<file path="config.mk">
export PLATFORM = sky130hd
export DESIGN_NAME = lsu_ctrl_flat
export DESIGN_NICKNAME = d
export VERILOG_FILES = /design/src/rtl/lsu_bus_if.sv /design/src/rtl/lsu_ctrl.sv /design/src/flat_wrapper.sv
export SDC_FILE = /design/constraint.sdc
export NUM_CORES = 1
export LEC_CHECK = 0
export ABC_CLOCK_PERIOD_IN_PS = 3100
export BUFFER_PORTS_ARGS = -buffer_cell sky130_fd_sc_hd__buf_4
export CAP_MARGIN = 10
export CORE_MARGIN = 5
export CORE_UTILIZATION = 40
export CTS_CLUSTER_SIZE = 30
export DETAILED_ROUTE_END_ITERATION = 8
export MAX_ROUTING_LAYER = met4
export PLACE_DENSITY = 0.68
export REMOVE_ABC_BUFFERS = 1
export SKIP_CTS_REPAIR_TIMING = 1
export SLEW_MARGIN = 20
export SYNTH_ARGS = -nofsm -noshare
export SYNTH_HDL_FRONTEND = slang
export SYNTH_SLANG_ARGS = --single-unit
</file>
<file path="constraint.sdc">
create_clock -name clk -period 3.1 [get_ports clk]
set_input_delay 0.62 -clock clk [delete_from_list [all_inputs] [get_ports clk]]
set_output_delay 0.62 -clock clk [all_outputs]
set_load 0.005 [all_outputs]
</file>
<file path="src/rtl/lsu_bus_if.sv">
// Single-port data bus between the LSU (master) and memory (slave): req/gnt address
// phase followed by an rvalid response phase carrying read data or a write ack.
interface lsu_bus_if #(
  parameter int unsigned ADDR_WIDTH = 32,
  parameter int unsigned DATA_WIDTH = 32
) ();

  logic                      bus_req;
  logic                      bus_we;
  logic [ADDR_WIDTH-1:0]     bus_addr;
  logic [DATA_WIDTH/8-1:0]   bus_be;
  logic [DATA_WIDTH-1:0]     bus_wdata;
  logic                      bus_gnt;
  logic                      bus_rvalid;
  logic [DATA_WIDTH-1:0]     bus_rdata;
  logic                      bus_err;

  modport master (
    output bus_req, bus_we, bus_addr, bus_be, bus_wdata,
    input  bus_gnt, bus_rvalid, bus_rdata, bus_err
  );

  modport slave (
    input  bus_req, bus_we, bus_addr, bus_be, bus_wdata,
    output bus_gnt, bus_rvalid, bus_rdata, bus_err
  );

endinterface

</file>
<file path="src/rtl/lsu_ctrl.sv">
// Load/store sequencer: captures one access from the decoder in idle, checks alignment,
// runs a single req/gnt + rvalid bus transaction and retires it with a one-cycle result
// (load write-back, misalignment flag or bus-error flag). Holds the pipeline via lsu_stall.
module lsu_ctrl #(
  parameter int unsigned ADDR_WIDTH = 32,
  parameter int unsigned DATA_WIDTH = 32
) (
  input  logic                  clk,
  input  logic                  rst_n,
  input  logic [1:0]            mem_access_type,
  input  logic [1:0]            mem_access_size,
  input  logic                  mem_sign_ext,
  input  logic [ADDR_WIDTH-1:0] mem_addr,
  input  logic [DATA_WIDTH-1:0] mem_wdata,
  input  logic [4:0]            reg_waddr,
  output logic                  lsu_stall,
  output logic                  lsu_wb_en,
  output logic [4:0]            lsu_wb_addr,
  output logic [DATA_WIDTH-1:0] lsu_wb_data,
  output logic                  lsu_misalign,
  output logic                  lsu_bus_err,
  lsu_bus_if.master             bus
);

  localparam logic [1:0] TypeRead  = 2'b01;
  localparam logic [1:0] TypeWrite = 2'b10;
  localparam logic [1:0] SizeNone  = 2'b00;
  localparam logic [1:0] SizeByte  = 2'b01;
  localparam logic [1:0] SizeHalf  = 2'b10;
  localparam logic [1:0] SizeWord  = 2'b11;

  typedef enum logic [1:0] {StIdle, StReq, StWait, StDone} state_e;

  state_e state_q, state_d;

  // Latched copy of the access; decoder inputs are ignored once we leave idle.
  logic [ADDR_WIDTH-1:0] addr_q;
  logic [1:0]            size_q;
  logic                  sign_q;
  logic [DATA_WIDTH-1:0] wdata_q;
  logic [4:0]            waddr_q;
  logic                  we_q;
  logic                  misalign_q;
  // Response capture.
  logic [DATA_WIDTH-1:0] rdata_q;
  logic                  err_q;

  logic                  access_valid;
  logic                  access_misalign;
  logic                  capture;
  logic                  resp_take;
  logic [3:0]            be_steer;
  logic [DATA_WIDTH-1:0] wdata_steer;
  logic [7:0]            ld_byte;
  logic [15:0]           ld_half;
  logic [DATA_WIDTH-1:0] ld_ext;

  // Decode of the incoming access: type 11 and size NONE are treated as no access.
  always_comb begin
    access_valid    = ((mem_access_type == TypeRead) || (mem_access_type == TypeWrite)) &&
                      (mem_access_size != SizeNone);
    access_misalign = ((mem_access_size == SizeHalf) && mem_addr[0]) ||
                      ((mem_access_size == SizeWord) && (mem_addr[1:0] != 2'b00));
    capture         = (state_q == StIdle) && access_valid;
    resp_take       = (state_q == StWait) && bus.bus_rvalid;
  end

  // State register.
  always_ff @(posedge clk) begin
    if (!rst_n) begin
      state_q <= StIdle;
    end else begin
      state_q <= state_d;
    end
  end

  // Next-state logic; rvalid only counts once the request has been granted.
  always_comb begin
    state_d = state_q;
    unique case (state_q)
      StIdle: begin
        if (access_valid) begin
          state_d = access_misalign ? StDone : StReq;
        end
      end
      StReq: begin
        if (bus.bus_gnt) begin
          state_d = StWait;
        end
      end
      StWait: begin
        if (bus.bus_rvalid) begin
          state_d = StDone;
        end
      end
      StDone: begin
        state_d = StIdle;
      end
      default: begin
        state_d = StIdle;
      end
    endcase
  end

  // Access and response capture registers.
  always_ff @(posedge clk) begin
    if (!rst_n) begin
      addr_q     <= '0;
      size_q     <= SizeNone;
      sign_q     <= 1'b0;
      wdata_q    <= '0;
      waddr_q    <= '0;
      we_q       <= 1'b0;
      misalign_q <= 1'b0;
      rdata_q    <= '0;
      err_q      <= 1'b0;
    end else begin
      if (capture) begin
        addr_q     <= mem_addr;
        size_q     <= mem_access_size;
        sign_q     <= mem_sign_ext;
        wdata_q    <= mem_wdata;
        waddr_q    <= reg_waddr;
        we_q       <= (mem_access_type == TypeWrite);
        misalign_q <= access_misalign;
        err_q      <= 1'b0;
      end
      if (resp_take) begin
        rdata_q <= ld_ext;
        err_q   <= bus.bus_err;
      end
    end
  end

  // Store lane steering: byte enables follow the low address bits, data is replicated
  // so the selected lanes carry the value regardless of offset.
  always_comb begin
    be_steer    = 4'b0000;
    wdata_steer = wdata_q;
    case (size_q)
      SizeByte: begin
        be_steer    = 4'b0001 << addr_q[1:0];
        wdata_steer = {4{wdata_q[7:0]}};
      end
      SizeHalf: begin
        be_steer    = 4'b0011 << addr_q[1:0];
        wdata_steer = {2{wdata_q[15:0]}};
      end
      SizeWord: begin
        be_steer    = 4'b1111;
        wdata_steer = wdata_q;
      end
      default: begin
        be_steer    = 4'b0000;
        wdata_steer = wdata_q;
      end
    endcase
  end

  // Load lane extraction and sign/zero extension of the raw bus word.
  always_comb begin
    ld_byte = 8'h00;
    unique case (addr_q[1:0])
      2'd0: ld_byte = bus.bus_rdata[7:0];
      2'd1: ld_byte = bus.bus_rdata[15:8];
      2'd2: ld_byte = bus.bus_rdata[23:16];
      2'd3: ld_byte = bus.bus_rdata[31:24];
      default: ld_byte = 8'h00;
    endcase
    ld_half = addr_q[1] ? bus.bus_rdata[31:16] : bus.bus_rdata[15:0];
    case (size_q)
      SizeByte: ld_ext = {{24{sign_q & ld_byte[7]}}, ld_byte};
      SizeHalf: ld_ext = {{16{sign_q & ld_half[15]}}, ld_half};
      default:  ld_ext = bus.bus_rdata;
    endcase
  end

  // Outputs: bus signals are only live in REQ, result pulses only in DONE.
  always_comb begin
    lsu_stall     = 1'b0;
    lsu_wb_en     = 1'b0;
    lsu_misalign  = 1'b0;
    lsu_bus_err   = 1'b0;
    bus.bus_req   = 1'b0;
    bus.bus_we    = 1'b0;
    bus.bus_addr  = '0;
    bus.bus_be    = '0;
    bus.bus_wdata = '0;
    unique case (state_q)
      StIdle: begin
        lsu_stall = access_valid;
      end
      StReq: begin
        lsu_stall     = 1'b1;
        bus.bus_req   = 1'b1;
        bus.bus_we    = we_q;
        bus.bus_addr  = {addr_q[ADDR_WIDTH-1:2], 2'b00};
        bus.bus_be    = be_steer;
        bus.bus_wdata = wdata_steer;
      end
      StWait: begin
        lsu_stall = 1'b1;
      end
      StDone: begin
        lsu_wb_en    = !we_q && !misalign_q && !err_q && (waddr_q != 5'd0);
        lsu_misalign = misalign_q;
        lsu_bus_err  = err_q;
      end
      default: begin
        lsu_stall = 1'b0;
      end
    endcase
  end

  assign lsu_wb_addr = waddr_q;
  assign lsu_wb_data = rdata_q;

endmodule

</file>
<file path="src/flat_wrapper.sv">
// flat-port wrapper written by rule: the top's interface ports become plain ports
module lsu_ctrl_flat 
#(
  parameter int unsigned ADDR_WIDTH = 32,
  parameter int unsigned DATA_WIDTH = 32
)
  (clk, rst_n, mem_access_type, mem_access_size, mem_sign_ext, mem_addr, mem_wdata, reg_waddr, lsu_stall, lsu_wb_en, lsu_wb_addr, lsu_wb_data, lsu_misalign, lsu_bus_err, bus_bus_req, bus_bus_we, bus_bus_addr, bus_bus_be, bus_bus_wdata, bus_bus_gnt, bus_bus_rvalid, bus_bus_rdata, bus_bus_err);
  lsu_bus_if #(.ADDR_WIDTH(ADDR_WIDTH), .DATA_WIDTH(DATA_WIDTH)) bus_i ();
  input  logic clk;
  input  logic rst_n;
  input  logic [1:0] mem_access_type;
  input  logic [1:0] mem_access_size;
  input  logic mem_sign_ext;
  input  logic [ADDR_WIDTH-1:0] mem_addr;
  input  logic [DATA_WIDTH-1:0] mem_wdata;
  input  logic [4:0] reg_waddr;
  output logic lsu_stall;
  output logic lsu_wb_en;
  output logic [4:0] lsu_wb_addr;
  output logic [DATA_WIDTH-1:0] lsu_wb_data;
  output logic lsu_misalign;
  output logic lsu_bus_err;
  output wire logic [$bits(bus_i.bus_req)-1:0] bus_bus_req;
  output wire logic [$bits(bus_i.bus_we)-1:0] bus_bus_we;
  output wire logic [$bits(bus_i.bus_addr)-1:0] bus_bus_addr;
  output wire logic [$bits(bus_i.bus_be)-1:0] bus_bus_be;
  output wire logic [$bits(bus_i.bus_wdata)-1:0] bus_bus_wdata;
  input wire logic [$bits(bus_i.bus_gnt)-1:0] bus_bus_gnt;
  input wire logic [$bits(bus_i.bus_rvalid)-1:0] bus_bus_rvalid;
  input wire logic [$bits(bus_i.bus_rdata)-1:0] bus_bus_rdata;
  input wire logic [$bits(bus_i.bus_err)-1:0] bus_bus_err;
  assign bus_bus_req = bus_i.bus_req;
  assign bus_bus_we = bus_i.bus_we;
  assign bus_bus_addr = bus_i.bus_addr;
  assign bus_bus_be = bus_i.bus_be;
  assign bus_bus_wdata = bus_i.bus_wdata;
  assign bus_i.bus_gnt = bus_bus_gnt;
  assign bus_i.bus_rvalid = bus_bus_rvalid;
  assign bus_i.bus_rdata = bus_bus_rdata;
  assign bus_i.bus_err = bus_bus_err;
  lsu_ctrl #(.ADDR_WIDTH(ADDR_WIDTH), .DATA_WIDTH(DATA_WIDTH)) u_core (.clk(clk), .rst_n(rst_n), .mem_access_type(mem_access_type), .mem_access_size(mem_access_size), .mem_sign_ext(mem_sign_ext), .mem_addr(mem_addr), .mem_wdata(mem_wdata), .reg_waddr(reg_waddr), .lsu_stall(lsu_stall), .lsu_wb_en(lsu_wb_en), .lsu_wb_addr(lsu_wb_addr), .lsu_wb_data(lsu_wb_data), .lsu_misalign(lsu_misalign), .lsu_bus_err(lsu_bus_err), .bus(bus_i));
endmodule
</file>
-- After elaboration in Yosys (flattened, before gate mapping)
Index checks and enable logic that the tools add are counted.
- flip-flop bits (word level): 109
- input port bits: 111
- output and inout port bits: 111
- word-level logic and storage cells: 72
- equality and inequality tests: 16
- shift operators: 2
- multiplexer cells: 21
- bitwise gates (word level): 2
- reductions and logical operators: 21
- operator list (cell ; number):
    32-bit case mux with 2 select lines ; 2
    32-bit two-way mux ; 2
    8-bit case mux with 4 select lines ; 1
    2-bit equality test, second input constant ; 9
    16-bit two-way mux ; 1
    4-bit case mux with 3 select lines ; 1
    2-bit by 1-bit equality test with 1-bit output, second input constant ; 4
    1-bit logical AND ; 8
    2-bit two-way mux ; 4
    2-bit case mux with 4 select lines ; 1
    1-bit two-way mux ; 7
    2-bit nonzero test ; 3
    5-bit nonzero test ; 1
    2-bit logical NOT ; 2
    4-bit two-way mux ; 1
    2-bit inequality test, second input constant ; 2
    1-bit by 2-bit << shifter with 4-bit output, first input constant ; 1
    2-bit by 2-bit << shifter with 4-bit output, first input constant ; 1
    1-bit logical NOT ; 3
    3-bit AND reduction ; 1
    1-bit AND ; 2
    1-bit logical OR ; 2
    2-bit by 1-bit inequality test with 1-bit output, second input constant ; 1
    1-bit case mux with 2 select lines ; 1
    2-bit OR reduction ; 1

-- Logic depth before layout (Yosys ltp)
Gate-level depths: netlist of run 1.
- depth in word-level cells: 6
- mapped depth: 9
- depth with buffers taken out: 6

-- Worst setup path after synthesis of run 1
OpenSTA, ideal clock, no wires.
- kind: input port to output port
- start point: input port mem_access_type[0]
- end point: output port lsu_stall
- arrival: 1894 ps
- data required time: 2480 ps
- path slack: 586 ps
- stages: 8
- path buffers: 3
- path through: inv_1 > ha_1 > o21bai_2 > or2_1 > buf_2 > buf_4 > buf_4 > a21oi_1
- word-level cells in the longest chain between the ends: 4
- elaborated cells between the ends (all ways): 5
- classes of those cells: 2 x eq/ne; 1 x mux; 2 x reduce/logical
- RTL lines (item ; RTL line ; source):
    start: declaration ; flat_wrapper.sv:11 ; input logic [1:0] mem_access_type;
    2-bit by 1-bit equality test with 1-bit output or 2-bit equality test (tied branches) ; lsu_ctrl.sv:60 ; access_valid = ((mem_access_type == TypeRead) || (mem_access_type == TypeWrite)) &&
    1-bit logical OR * ; lsu_ctrl.sv:60 ;
    1-bit logical AND * ; lsu_ctrl.sv:60 ;
    1-bit case mux with 2 select lines * ; lsu_ctrl.sv:189 ; unique case (state_q)
    end: declaration ; flat_wrapper.sv:17 ; output logic lsu_stall;
Every way passes the cells marked *; elsewhere a longest branch is shown, timed or not.

-- Final worst setup path of run 1
- start point: register u_core.size_q[0]
- end point: output port bus_bus_wdata[13]
- word-level cells in the longest chain between the ends: 3
- elaborated cells between the ends (all ways): 4
- classes of those cells: 2 x eq/ne; 2 x mux
- RTL lines (item ; RTL line ; source):
    start: declaration ; lsu_ctrl.sv:38 ; logic [1:0] size_q;
    start signal: assignment ; lsu_ctrl.sv:109 ; size_q <= SizeNone;
    start signal: assignment ; lsu_ctrl.sv:120 ; size_q <= mem_access_size;
    2-bit equality test or 2-bit by 1-bit equality test with 1-bit output (tied branches) ; lsu_ctrl.sv:140 ; case (size_q)
    32-bit case mux with 2 select lines * ; lsu_ctrl.sv:140 ;
    32-bit two-way mux * ; lsu_ctrl.sv:189 ;
    end: declaration ; flat_wrapper.sv:27 ; output wire logic [$bits(bus_i.bus_wdata)-1:0] bus_bus_wdata;
Marked as above.

==> impl_metrics.toml, run 1 <==
[timing]
final.setup.worst_slack_ns = 0.284
period_share_pct = 90.8
slew_headroom_pct = 44.6
skew_ns = 0.00451
finalMaxSlewViolations = 0
fmax_mhz = 355
finalCriticalPeriod_ns = 2.82
setup_viol = 0
worst_pin_slew_ns = 0.831
setup_tns_ns = 0
hold_viol_final = 0
rsz0062_at_grt = "false"

[power]
leakagePower_uw = 0.00318
p_total_uw = 4790
power_density_nw_per_um2 = 631
max-vdd-ir-drop_v = 0.000349

[clocking]
clk_pin_slew_ns = 0.07
clk_latency_ns = 0.35
cts_buffers = 9
cts_sinks = 109
cts_root_buf = "clkbuf_16"
cts_tree = "built"
htreeDepth = 3
clk_path_buf_depth = 2

[route]
vias = 5538
drt_wl_total_um = 17900
drc_errors = 0
vias_per_cell = 5.30
drt-initial-drc-count = 377
detail-route-antenna-nets = 0
first_pass_iters = 5
wl_per_cell_um = 17.1

[final_layout]
num-fill-cells = 1305
register_area_um2 = 2180
multi_input_comb_area_um2 = 3130
diodes = 0
syn2layout_area_growth_pct = 34.6
num-nets-final = 982
drive_above_1_share_pct = 30.3

[yosys]
synth_top_cell_by_area = "dfxtp_1"
netlist_instances = 683
yosysWarnings = 0
synthTopCellsByArea = "dfxtp_1 (39%), nand2_1 (11%), a21boi_0 (9.7%)"
synth_seq_area_share_pct = 38.7
synth.ff_latch_count = 109
syn_avg_cell_area_um2 = 8.25
synth.top_cell.area_share_pct = 38.7
synth.cell_area_um2 = 5640
synth_cell_types = 46

[placed_design]
hpwl_um = 13000
preCtsSetupSlack_ns = 0.661
globalplace.congestion = 0.876
port_buffers = 219

[setup_path]
worstSetupEndpointType = "output pin"
cp-start-kind = "register"
cpPeakStageDelay_ns = 0.51
crit_fanout = 20
worstPathCellList = "inv_1, ha_2, and2_1, a22oi_1, nor2b_1, buf_4"
arrival_ns = 2.20
critPathKind = "register to output pin"
slowest_stage = "ha_2"
required_ns = 2.48

[min_path]
hp-class = "register to register"

[die]
dieArea_um2 = 16600
core_um2 = 13800
die-height_um = 129
pin_count = 222
start_util_pct = 40.8
rows = 43
die_w_um = 129

[global_route]
grt-ovfl-total = 0
grt_pass1_wl_um = 28200
grt_pass1_vias = 5594
grt_antenna_before_repair = 0
track_usage_pct = 21.7
grt_max_degree = 76

[job]
cap_violations = 0

[status]
outcome = "complete, no violations"
## cells by family (layout without fill, tap and decap cells)
| group | Yosys count | in the layout | share of synthesized area (%) |
|---|---|---|---|
| fa+ha+maj | 10 | 10 | 2.22 |
| compound gates | 185 | 185 | 26.0 |
| mux | 11 | 11 | 2.13 |
| other cells | 1 | 2 | 0.0665 |
| buf+inv | 74 | 255 | 6.10 |
| flops | 109 | 109 | 38.7 |
| simple gates | 293 | 293 | 24.7 |
## per-layer routing
layer  share of wire, %  global-route usage, %
met1                 43                   27.1
met2                 45                   33.8
met3                 10                   6.64
met4                1.5                   6.24
met5                  0                      -
## Yosys cell counts (all sizes together)
master and number:
and2 43, buf 28, nor2 9, o21bai 1, nand3 10, dfxtp 109, a2bb2oi 1, a22oi 16
or2 3, a32o 1, nor2b 26, a21oi 15, a221oi 1, nand2b 18, a31oi 5, o211a 9
or3 14, a2111oi 1, mux2i 9, o211ai 8, a21boi 84, clkbuf 35, o221a 16, nand2 164
nor3b 1, o22ai 5, o221ai 8, conb 1, mux2 2, ha 10, nor3 1, nand3b 3
o21ai 8, o2111a 6, inv 11, or4b 1
## power breakdown
part           switching, uW  total, uW  internal (uW)
clock network            515       1140            622
registers                177       1830           1650
logic                   1020       1820            802
## flip-flops by register name, summed over array words and instances (netlist names)
name,count
u_core.wdata_q,32
u_core.addr_q,32
u_core.state_q,2
u_core.lsu_wb_data,32
u_core.misalign_q,1
u_core.err_q,1
u_core.sign_q,1
u_core.we_q,1
u_core.size_q,2
u_core.lsu_wb_addr,5
## cell type report
class | count | area share [%]
clock buffer | 11 | 3.07
clock inverter | 4 | 0.659
inverter | 11 | 0.544
multi-input combinational | 501 | 41.2
sequential | 109 | 28.7
tap | 180 | 2.97
timing repair buffer | 229 | 22.8
## cells in the final DEF (no fill, tap or decap), types with 4 or more instances in the layout
cell type | Yosys | final
buf_4 | 8 | 228
nand2_1 | 164 | 164
dfxtp_1 | 109 | 109
a21boi_0 | 73 | 73
and2_1 | 43 | 43
nor2b_1 | 26 | 26
nand2b_1 | 18 | 18
a22oi_1 | 16 | 16
a21oi_1 | 15 | 15
or3_1 | 14 | 14
inv_1 | 11 | 11
a21boi_1 | 11 | 11
nand3_1 | 10 | 10
o221a_1 | 10 | 10
o211a_1 | 9 | 9
clkbuf_16 | 0 | 9
nor2_1 | 9 | 8
o221ai_1 | 8 | 8
mux2i_1 | 8 | 8
o211ai_1 | 8 | 8
ha_1 | 10 | 8
o21ai_0 | 7 | 7
o2111a_1 | 6 | 6
o221a_2 | 6 | 6
o22ai_1 | 5 | 5
a31oi_1 | 4 | 4
## path summary, 6_finish.rpt
path	slack, ns	to	start	depth (start not counted)
hold reg to reg	0.46	u_core.addr_q[19]	u_core.addr_q[19]	2
setup / recovery	0.28	bus_bus_wdata[13]	u_core.size_q[0]	6
setup reg to reg	0.74	u_core.lsu_wb_data[1]	u_core.size_q[0]	6
hold / removal	0.46	u_core.addr_q[19]	u_core.addr_q[19]	2
## stage by stage
| stage | util, % | cells | hold WS, ns | instance area [um^2] |
|---|---|---|---|---|
| final | 54.9 | 1045 | 0.459 | 7590 |
| after global routing | 54.9 | 1045 | 0.492 | 7590 |
| after CTS | 54.9 | 1045 | 0.462 | 7590 |
| after detailed placement | 52.9 | 1030 | 0.452 | 7310 |
| after global placement | 52.9 | 1030 | 0.445 | 7310 |
| after floorplan | - | 621 | 0.439 | 5340 |
## worst max-delay path: cells and delay by family (launching register included)
kind	cells	cell delay (ns)
buf+inv	2	0.22
simple gates	2	0.60
compound gates	1	0.14
fa+ha+maj	1	0.51
flops	1	0.38
(Power assumes the default switching activity.)
==> run 2: changes to the inputs <==
CAP_MARGIN = default   (was 10)
CORE_UTILIZATION = 53   (was 40)
PLACE_DENSITY = 0.86   (was 0.68)
==> run 2 against run 1 <==
  * Sequential power is essentially flat
  * Worst hold slack better by 0.0014 ns
  * Cell count fell by 4.3%
  * First-iteration DRC count is 32% higher
  * Critical path type unchanged
  * Register-to-register slack lost 0.10 ns
==> impl_metrics.toml, run 2 (synthesis results as in run 1) <==
[die]
start_util_pct = 54.4
dieArea_um2 = 12800
die_w_um = 113
die-height_um = 113
pin_count = 222
rows = 37
core_um2 = 10400

[route]
wl_per_cell_um = 16.8
drc_errors = 0
drt_wl_total_um = 16800
drt-initial-drc-count = 499
vias = 5544
first_pass_iters = 5
detail-route-antenna-nets = 0
vias_per_cell = 5.54

[timing]
worst_pin_slew_ns = 0.816
period_share_pct = 94.9
setup_viol = 0
skew_ns = 0.0151
setup_tns_ns = 0
slew_headroom_pct = 45.6
rsz0062_at_grt = "false"
finalMaxSlewViolations = 0
fmax_mhz = 340
hold_viol_final = 0
finalCriticalPeriod_ns = 2.94

[clocking]
clk_pin_slew_ns = 0.10
cts_sinks = 109
cts_buffers = 9
clk_path_buf_depth = 2
cts_tree = "built"
cts_root_buf = "clkbuf_8"
htreeDepth = 3
clk_latency_ns = 0.36

[final_layout]
syn2layout_area_growth_pct = 31.9
diodes = 0
final_cell_mix = "buf_4 (225), nand2_1 (164), dfxtp_1 (109)"
drive_above_1_share_pct = 30.3
layoutNonFillerInstCount = 1000
num-nets-final = 980
final_common_cell = "buf_4"
fin_util_pct = 71.7

[global_route]
grt_pass1_wl_um = 27300
grt-ovfl-total = 0
grt_pass1_vias = 5519
grt_max_degree = 93
track_usage_pct = 26.6
grt_antenna_before_repair = 0

[power]
power_density_nw_per_um2 = 600
leakagePower_uw = 0.00313
max-vdd-ir-drop_v = 0.000299

[placed_design]
globalplace.congestion = 0.871
hpwl_um = 12300
dp.cells = 984
port_buffers = 219

[setup_path]
crit_family = "simple AND/OR/NAND/NOR gates"
arrival_ns = 2.32
required_ns = 2.48
crit_start = "u_core.size_q[0]"
cpPeakStageDelay_ns = 0.59
timing.rr.end = "u_core.lsu_wb_data[2]"
critical_path_buf_inv_count = 2
crit_fanout = 23
r2r_cells = 6
rrSetupSlack_ns = 0.64
worstSetupEndpointType = "output pin"
worstPathCellList = "inv_1, ha_2, and2_1, a22oi_1, nor2b_1, buf_4"
worstReg2RegStart = "u_core.size_q[0]"
cp-start-kind = "register"
slowest_stage = "ha_2"
critPathKind = "register to output pin"

[status]
outcome = "complete, no violations"

[min_path]
hp-class = "register to register"
hold_depth = 2
hold-path-endpoint = "u_core.addr_q[4]"
worstHoldStart = "u_core.addr_q[4]"

[job]
cap_violations = 0
-- run 2: cell count changes in the layout (fill, tap and decap cells not counted), sizes merged --
cell,before,now
buf,229,227
bufinv,1,0
clkinv,1,2
clkinvlp,2,1
inv,11,13
-- run 2: worst reg2reg max path: stages (launching register included) --
cell	delay, ns
dfxtp_1	0.39
inv_1	0.08
ha_2	0.59
nand2b_1	0.35
nor2_1	0.54
o221ai_1	0.22
o2111a_1	0.17
-- run 2: how the worst max path moves through the flow --
stage | depth (start not counted) | end
after floorplan | 6 | u_core.misalign_q
after global placement | 7 | lsu_stall
after detailed placement | 5 | bus_bus_wdata[16]
after CTS | 5 | bus_bus_wdata[16]
after global routing | 6 | bus_bus_wdata[14]
final | 6 | bus_bus_wdata[14]
-- run 2: stage by stage --
stage	hold slack (ns)	area, um^2	setup WS, ns	total power [uW]
final	0.460	7430	0.157	4460
after global routing	0.480	7430	0.00753	4770
after CTS	0.465	7430	0.183	4480
after detailed placement	0.451	7250	0.605	3670
after global placement	0.446	7250	0.685	3590
after floorplan	0.439	5340	-0.644	2830
-- run 2: routing by layer --
metal	GRT usage (%)	part of all wire (%)	routed length, um
met5	-	0	0
met4	7.53	1.5	261
met3	7.75	11	1780
met2	42.9	47	7960
met1	32.5	41	6850
-- run 2: where the power goes --
part | switching [uW] | internal (uW)
clock | 488 | 324
combinational | 1020 | 808
sequential | 177 | 1650
total | 1680 | 2780
-- run 2: final cells by class --
type / instances / area (um^2)
Clock buffer: 11 / 141
Clock inverter: 5 / 42.5
Fill cell: 842 / 2940
Inverter: 11 / 41.3
Multi-Input combinational cell: 501 / 3130
Sequential cell: 109 / 2180
Tap cell: 136 / 170
Timing Repair Buffer: 227 / 1730
==> run 3: changes to the inputs <==
CORE_MARGIN = 4   (was 5)
==> run 3 against run 2 <==
  * Cell count grew 0.10%
  * Via count up 1.4%
  * Highest routed layer unchanged
  * Clock skew shrank 0.0043 ns
  * Count of clock-buffer cells in the layout is the same
  * Utilization is 0.65 points higher
  * Critical endpoint is now bus_bus_wdata[8]
  * Critical path depth unchanged
==> impl_metrics.toml, run 3 (synthesis results as in run 1) <==
[status]
outcome = "complete, no violations"

[die]
pin_count = 222
rows = 37
die_w_um = 111
dieArea_um2 = 12400
core_um2 = 10300
die-height_um = 111
start_util_pct = 54.6

[global_route]
grt_pass1_vias = 5588
grt_pass1_wl_um = 27700
grt-ovfl-total = 0
grt_antenna_before_repair = 0
track_usage_pct = 27.9
grt_max_degree = 79

[timing]
fmax_mhz = 344
period_share_pct = 93.8
finalCriticalPeriod_ns = 2.91
rsz0062_at_grt = "false"
finalMaxSlewViolations = 0
setup_viol = 0
hold_viol_final = 0
setup_tns_ns = 0
worst_pin_slew_ns = 0.729
skew_ns = 0.0108
slew_headroom_pct = 51.4

[min_path]
hp-class = "register to register"

[setup_path]
crit_family = "simple AND/OR/NAND/NOR gates"
critical_path_buf_inv_count = 2
arrival_ns = 2.29
crit_fanout = 14
cpPeakStageDelay_ns = 0.51
cp-start-kind = "register"
worstSetupEndpointType = "output pin"
worstPathCellList = "inv_1, ha_1, and2_1, a22oi_1, nor2b_1, buf_4"
required_ns = 2.48
slowest_stage = "ha_1"
critPathKind = "register to output pin"

[route]
wl_per_cell_um = 17.2
drt_wl_total_um = 17300
vias = 5619
vias_per_cell = 5.61
first_pass_iters = 6
detail-route-antenna-nets = 0
drc_errors = 0
drt-initial-drc-count = 384

[job]
cap_violations = 0

[power]
p_total_uw = 4580
power_frac_seq_pct = 39.8
power_frac_clock_pct = 19.9
leakagePower_uw = 0.00315
internal-power_uw = 2880
power_density_nw_per_um2 = 613
switching_share_pct = 37.2
max-vdd-ir-drop_v = 0.000352
p_comb_share_pct = 40.3
p_switching_uw = 1700

[placed_design]
port_buffers = 219
hpwl_um = 12400
globalplace.congestion = 0.907
dp.cells = 985

[clocking]
clk_pin_slew_ns = 0.10
htreeDepth = 3
cts_sinks = 109
cts_root_buf = "clkbuf_8"
cts_buffers = 9
clk_latency_ns = 0.38
cts_tree = "built"
clk_path_buf_depth = 2

[final_layout]
syn2layout_area_growth_pct = 32.5
num-fill-cells = 755
final_common_cell = "buf_4"
drive_above_1_share_pct = 30.5
diodes = 0
layoutNonFillerInstCount = 1001
num-nets-final = 981
final_cell_mix = "buf_4 (226), nand2_1 (164), dfxtp_1 (109)"
run 3: final cells by class:
type | count | area, um^2 | area share (%)
Clock buffer | 11 | 151 | 2.03
Clock inverter | 5 | 58.8 | 0.787
Inverter | 11 | 41.3 | 0.553
Multi-Input combinational cell | 501 | 3130 | 41.9
Sequential cell | 109 | 2180 | 29.2
Tap cell | 136 | 170 | 2.28
Timing Repair Buffer | 228 | 1740 | 23.3
run 3: power groups by stage:
| stage | Combinational (uW) | Sequential (uW) | Clock, uW |
|---|---|---|---|
| 3_5_place_dp | 1840 | 1850 | 0 |
| 6_report | 1840 | 1820 | 912 |
| 5_1_grt | 2030 | 1860 | 980 |
| 3_3_place_gp | 1770 | 1840 | 0 |
| 2_1_floorplan | 1010 | 1820 | 0 |
| 4_1_cts | 1840 | 1820 | 923 |
run 3: metrics by stage:
step                setup WS (ns)  cell area, um^2  util, %  hold slack [ns]
global placement            0.646             7260     70.3            0.445
global route               0.0274             7470     72.3            0.479
floorplan                  -0.644             5340        -            0.439
finish                      0.191             7470     72.3            0.466
detailed placement          0.636             7260     70.3            0.454
CTS                         0.214             7470     72.3            0.469
run 3: worst min-delay path: stages, from the launching register on:
cell      delay [ns]
dfxtp_1         0.32
nand2_1         0.05
a21boi_0        0.06
run 3: final timing paths:
| path | startpoint | end | slack, ns | depth (start not counted) |
|---|---|---|---|---|
| max | u_core.size_q[1] | bus_bus_wdata[8] | 0.19 | 6 |
| min | u_core.addr_q[26] | u_core.addr_q[26] | 0.47 | 2 |
| max reg2reg | u_core.size_q[0] | u_core.lsu_wb_data[1] | 0.81 | 6 |
| min reg2reg | u_core.addr_q[26] | u_core.addr_q[26] | 0.47 | 2 |
run 3: routing by layer:
| layer | share of wire, % | GRT usage (%) |
|---|---|---|
| met3 | 9.6 | 7.21 |
| met4 | 1.7 | 8.60 |
| met2 | 49 | 46.2 |
| met5 | 0 | - |
| met1 | 40 | 33.4 |
